### src/rtl/reg_op_sequencer.sv
// Register-to-register ALU operation sequencer: steps Y load, ALU op, LO and HI
// writeback, one state per cycle, and drives one-hot register bus enables.
module reg_op_sequencer #(
    parameter int NUM_REGS = 16,
    parameter int IDX_W    = 4,
    parameter int OP_W     = 5
) (
    input  logic                Clock,
    input  logic                clear,
    input  logic                start,
    input  logic [OP_W-1:0]     opcode,
    input  logic [IDX_W-1:0]    ra,
    input  logic [IDX_W-1:0]    rb,
    input  logic [IDX_W-1:0]    rc,
    input  logic                unary,
    input  logic                wide,
    output logic                busy,
    output logic                done,
    output logic                err,
    output logic [OP_W-1:0]     op,
    output logic [NUM_REGS-1:0] reg_out,
    output logic [NUM_REGS-1:0] reg_in,
    output logic                Yin,
    output logic                Zin,
    output logic                Zlowout,
    output logic                Zhighout,
    output logic                LOin,
    output logic                HIin
);

    localparam logic [2:0] IDLE = 3'd0;
    localparam logic [2:0] T_Y  = 3'd1;
    localparam logic [2:0] T_OP = 3'd2;
    localparam logic [2:0] T_LO = 3'd3;
    localparam logic [2:0] T_HI = 3'd4;

    localparam logic [31:0]         REG_LIMIT = NUM_REGS;
    localparam logic [NUM_REGS-1:0] ONE_HOT0  = NUM_REGS'(1);

    logic [2:0]       state;
    logic [OP_W-1:0]  opcode_q;
    logic [IDX_W-1:0] ra_q;
    logic [IDX_W-1:0] rb_q;
    logic [IDX_W-1:0] rc_q;
    logic             wide_q;
    logic             idx_bad;

    // ra is never written back on a wide operation, so it cannot make the request illegal
    assign idx_bad = (32'(rb) >= REG_LIMIT) || (32'(rc) >= REG_LIMIT) ||
                     (!wide && (32'(ra) >= REG_LIMIT));

    always_ff @(posedge Clock) begin
        if (clear) begin
            state    <= IDLE;
            err      <= 1'b0;
            opcode_q <= '0;
            ra_q     <= '0;
            rb_q     <= '0;
            rc_q     <= '0;
            wide_q   <= 1'b0;
        end else begin
            err <= 1'b0;
            case (state)
                IDLE: begin
                    if (start) begin
                        if (idx_bad) begin
                            err <= 1'b1;
                        end else begin
                            opcode_q <= opcode;
                            ra_q     <= ra;
                            rb_q     <= rb;
                            rc_q     <= rc;
                            wide_q   <= wide;
                            state    <= unary ? T_OP : T_Y;
                        end
                    end
                end
                T_Y:     state <= T_OP;
                T_OP:    state <= T_LO;
                T_LO:    state <= wide_q ? T_HI : IDLE;
                T_HI:    state <= IDLE;
                default: state <= IDLE;
            endcase
        end
    end

    // Strobes are decoded only from flopped state and captured fields, never from live inputs
    always_comb begin
        busy     = (state != IDLE);
        done     = 1'b0;
        op       = '0;
        reg_out  = '0;
        reg_in   = '0;
        Yin      = 1'b0;
        Zin      = 1'b0;
        Zlowout  = 1'b0;
        Zhighout = 1'b0;
        LOin     = 1'b0;
        HIin     = 1'b0;
        case (state)
            T_Y: begin
                reg_out = ONE_HOT0 << rb_q;
                Yin     = 1'b1;
            end
            T_OP: begin
                reg_out = ONE_HOT0 << rc_q;
                Zin     = 1'b1;
                op      = opcode_q;
            end
            T_LO: begin
                Zlowout = 1'b1;
                done    = !wide_q;
                if (wide_q) begin
                    LOin = 1'b1;
                end else begin
                    reg_in = ONE_HOT0 << ra_q;
                end
            end
            T_HI: begin
                Zhighout = 1'b1;
                HIin     = 1'b1;
                done     = 1'b1;
            end
            default: begin
            end
        endcase
    end

endmodule

### config.mk
export PLATFORM = sky130hd
export DESIGN_NAME = reg_op_sequencer
export DESIGN_NICKNAME = d
export VERILOG_FILES = /design/src/rtl/reg_op_sequencer.sv
export SDC_FILE = /design/constraint.sdc
export NUM_CORES = 1
export LEC_CHECK = 0
export ABC_CLOCK_PERIOD_IN_PS = 1800
export BUFFER_PORTS_ARGS = -buffer_cell sky130_fd_sc_hd__buf_2
export CORE_MARGIN = 2
export CORE_UTILIZATION = 39
export CTS_CLUSTER_SIZE = 12
export DETAILED_ROUTE_END_ITERATION = 8
export PLACE_DENSITY = 0.75
export SLEW_MARGIN = 30
export SYNTH_ARGS = -nofsm -noshare
export SYNTH_HDL_FRONTEND = slang
export SYNTH_SLANG_ARGS = --single-unit
### constraint.sdc
create_clock -name Clock -period 1.8 [get_ports Clock]
set_input_delay 0.54 -clock Clock [delete_from_list [all_inputs] [get_ports Clock]]
set_output_delay 0.54 -clock Clock [all_outputs]
set_load 0.005 [all_outputs]
After elaboration in Yosys (flattened, before gate mapping)
Index checks and enable logic that the tools add are counted.
{"block": "word_totals", "in_bits": 22, "elab_cells": 33, "output_inout_bits": 46, "regBits": 21}
{"block": "classes", "shifts": 3, "n_reduce_logical": 4, "n_mux": 15, "n_eq_ne": 5}
{"op": "$shl 1x4->16 const A", "n": 3}
{"op": "$mux 16", "n": 2}
{"op": "$pmux 16 s2", "n": 1}
{"op": "$pmux 3 s4", "n": 1}
{"op": "$eq 3x2->1 const B", "n": 2}
{"op": "$mux 1", "n": 6}
{"op": "$mux 3", "n": 2}
{"op": "$mux 5", "n": 1}
{"op": "$eq 3x1->1 const B", "n": 1}
{"op": "$eq 3x3->1 const B", "n": 1}
{"op": "$logic_not 3->1", "n": 1}
{"op": "$reduce_bool 3->1", "n": 1}
{"op": "$mux 2", "n": 1}
{"op": "$ne 2x2->1 const B", "n": 1}
{"op": "$pmux 1 s2", "n": 1}
{"op": "$reduce_and 2->1", "n": 1}
{"op": "$logic_not 1->1", "n": 1}

Depth between registers and ports, before layout
{"block": "depth", "word_depth": 3, "ltp_mapped": 5}

Worst setup path after synthesis
OpenSTA, ideal clock, no wires.
{"block": "synth_path", "kind": "register to output", "from": "reg state[1]", "to": "out reg_out[0]", "n_path_buf": 1, "path_slack_ns": -0.200, "stages_incl_launch_ff": 5, "t_arrival_ns": 1.460, "required_time_ns": 1.260, "path_cell_list": "dfxtp_1 > nor3b_4 > buf_6 > mux2_2 > nor4_1"}
{"block": "synth_between", "elab_chain_cells": 2, "word_cells_on_any_way": 3, "classes_between": "eq/ne (2); mux (1)"}
{"element": "start: declaration", "line_no": "40", "source": "logic [2:0] state;"}
{"element": "start signal: assignment", "line_no": "74", "source": "state <= unary ? T_OP : T_Y;"}
{"element": "start signal: assignment", "line_no": "80", "source": "T_LO: state <= wide_q ? T_HI : IDLE;"}
{"element": "$eq 3x2->1 / $eq 3x1->1 (equally long branches)", "line_no": "100", "source": "case (state)"}
{"element": "$pmux 16 s2 (*)", "line_no": "100"}
{"element": "end: declaration", "line_no": "21", "source": "output logic [NUM_REGS-1:0] reg_out,"}
Every way passes the cells marked *; elsewhere a longest branch is shown, timed or not.

Final worst setup path
Ends and elaborated chain as after synthesis.

==> out/metrics.cfg <==
[outcome]
status = complete, but fails checks
violations = setup timing

[global_routing]
global_route.usage.total_pct = 20.28
grt_max_degree = 22
grt_pass1_vias = 1331
antenna_found_initial = 0
gr-total-overflow = 0
grt_pass1_wl_mm = 5.547

[final_layout]
final_cell_mix = 66 x buf_2, 37 x nand2_1, 19 x a21oi_1
post-route-util_pct = 71.13
nets = 271
antenna_cells = 0
layout-drive-gt1-share_pct = 56.05
stdcell_count = 281
final_cell_area_sq_um = 2136
area_growth_pct = 76.16
layout_commonest_cell = buf_2
fillerInstances = 233

[critical_path]
max_stage_delay_ps = 380
cp_top_family = simple AND/OR/NAND/NOR gates
critPathSlowestCell = mux2_4
critical_path_class = reg -> out
worstSetupStartpointType = flip-flop
worstPathRequired_ps = 1260
worstSetupEndpointType = output port
worstPathArrival_ps = 1800
crit_chain = nor3b_4, buf_6, mux2_4, nor4_4, buf_2
r2r_start = state[0]
critPathBufInv = 2
path_max_fanout = 8
reg2reg_depth = 7
r2r-end = rb_q[0]
r2r_slack_ps = 70

[floorplanning]
core.rowCount = 20
die_area_sq_um = 3571
die_x_um = 59.76
io_pins = 68
die_y_um = 59.76
start_util_pct = 40.38
coreArea_sq_um = 3003

[clock_tree]
htree_num_levels = 1
clock-sinks = 21
clk_pin_slew_ps = 110
cts_hold_buffers = 0
clk-insertion-delay-late_ps = 300
cts_made_buffers = 3
cts_tree = done
cts_buffer_depth = 2
cts_root_buffer = clkbuf_4

[yosys]
synth_edf_count = 0
syn_area_sq_um = 1212
syn_nets = 186
synthArstFlopShare_pct = 0
postSynthCellCount = 164
ys.flop_type = dfxtp_1
ys.warnings.count = 0
synth_cell_types = 31
ys_seq_area_share_pct = 34.67
avgSynthCellArea_sq_um = 7.393
ys_seq_elements = 21

[sta]
worst_hold_slack_ps = 457.8
setup_violations = 41
tns_ps = -12400
finalHoldViolCount = 0
rsz0062_at_grt = yes
fin_crit_ps = 2341
slew_violations = 0
finClkSkew_ps = 7.698
fmax_mhz = 427.1
post-route-period-util_pct = 130.1
fin_ws_ps = -541.4

[placement]
portBuffers = 66
dp.cells = 273
placed_cell_area_sq_um = 1956
hpwl_mm = 2.553
gp_congestion = 0.7620
pre_cts_slack_ps = -276.6

[routing]
wl_per_cell_um = 12.53
drtPass1Iterations = 4
ant_nets = 0
drt_wl_total_mm = 3.522
drt_iter0_drc = 45
viasPerCell = 5.139
drc = 0
num_vias = 1444

[power]
power.density_nw_per_um2 = 565.4
fin_total_pwr_mw = 1.208
peakVddDrop_mv = 0.3468
p_leak_nw = 0.9484

[min_path]
whs_endpoint = opcode_q[3]
hp-start = opcode_q[3]
hold_class = reg -> reg
whs_path_depth = 2

[job]
drv_cap = 0

-- synth_stat cells (2+ instances only) --
cell type | count | area (sq um)
buf_4 | 3 | 22.52
a21oi_1 | 19 | 95.09
dfxtp_1 | 21 | 420.4
mux2_2 | 3 | 33.78
nand3b_1 | 2 | 15.01
inv_1 | 2 | 7.510
and2_1 | 6 | 37.54
nor4_1 | 17 | 106.4
a21o_1 | 2 | 15.01
nor2b_1 | 2 | 12.51
nand2b_1 | 2 | 12.51
nand2_1 | 41 | 153.9
mux2i_1 | 3 | 30.03
clkbuf_1 | 6 | 22.52
nor3_1 | 4 | 20.02
nor3b_1 | 4 | 30.03
nor2_1 | 13 | 48.80
-- power by group --
group / switching [mW] / internal (mW)
combinational: 0.234 / 0.220
sequential: 0.0332 / 0.499
clock: 0.135 / 0.0862
total: 0.402 / 0.805
-- timing repair --
| action | CTS | global route |
|---|---|---|
| buffers inserted | 6 | 3 |
| pin swaps | 14 | 3 |
| resized for setup | 21 | 10 |
| gates cloned | 1 | 0 |
| setup endpoints to repair | 45 | 46 |
-- cell type report --
cell class,instances,area (sq um),share of cell area [%]
clock buffers,4,26.28,1.230
inverters,2,7.507,0.3515
multi-input cells,129,1027,48.10
flip-flops and latches,21,424.2,19.86
well taps,33,41.29,1.933
repair buffers,92,609.3,28.53
-- state kept, by name (all words and copies together) (netlist names) --
name,cells
rc_q,4
state,3
rb_q,4
wide_q,1
ra_q,4
opcode_q,5
-- worst register-to-register path, stage by stage (launching register included) --
cell and delay, ps:
dfxtp_2 360, buf_6 130, buf_2 140, buf_4 140
or4b_1 540, buf_4 190, nand2_1 70, a21oi_1 60
-- metal layers --
layer,vias to the layer above,routed length (um),global-route usage [%]
li1,741,-,-
met4,0,27,8.889
met3,2,175,1.515
met1,644,1426,22.91
met5,-,0,0
met2,57,1893,38.20
-- cells by family (layout without fill, tap and decap cells) --
logic type | count (synthesis) | in the layout | share of synthesized area (%)
compound gates | 24 | 24 | 11.04
buf+inv | 14 | 98 | 5.985
flops | 21 | 21 | 34.67
mux | 6 | 6 | 5.263
other cells | 1 | 1 | 0.3093
simple gates | 98 | 98 | 42.72
-- worst max-delay path by stage --
| stage | from | endpoint | cells after the start |
|---|---|---|---|
| after floorplan | state[1] | reg_out[12] | 3 |
| after global placement | state[0] | reg_out[9] | 5 |
| after detailed placement | state[0] | reg_out[0] | 5 |
| after CTS | state[2] | reg_out[0] | 5 |
| after global routing | state[1] | reg_out[13] | 7 |
| final | state[1] | reg_out[0] | 5 |
Power figures use the tool's default switching activity.
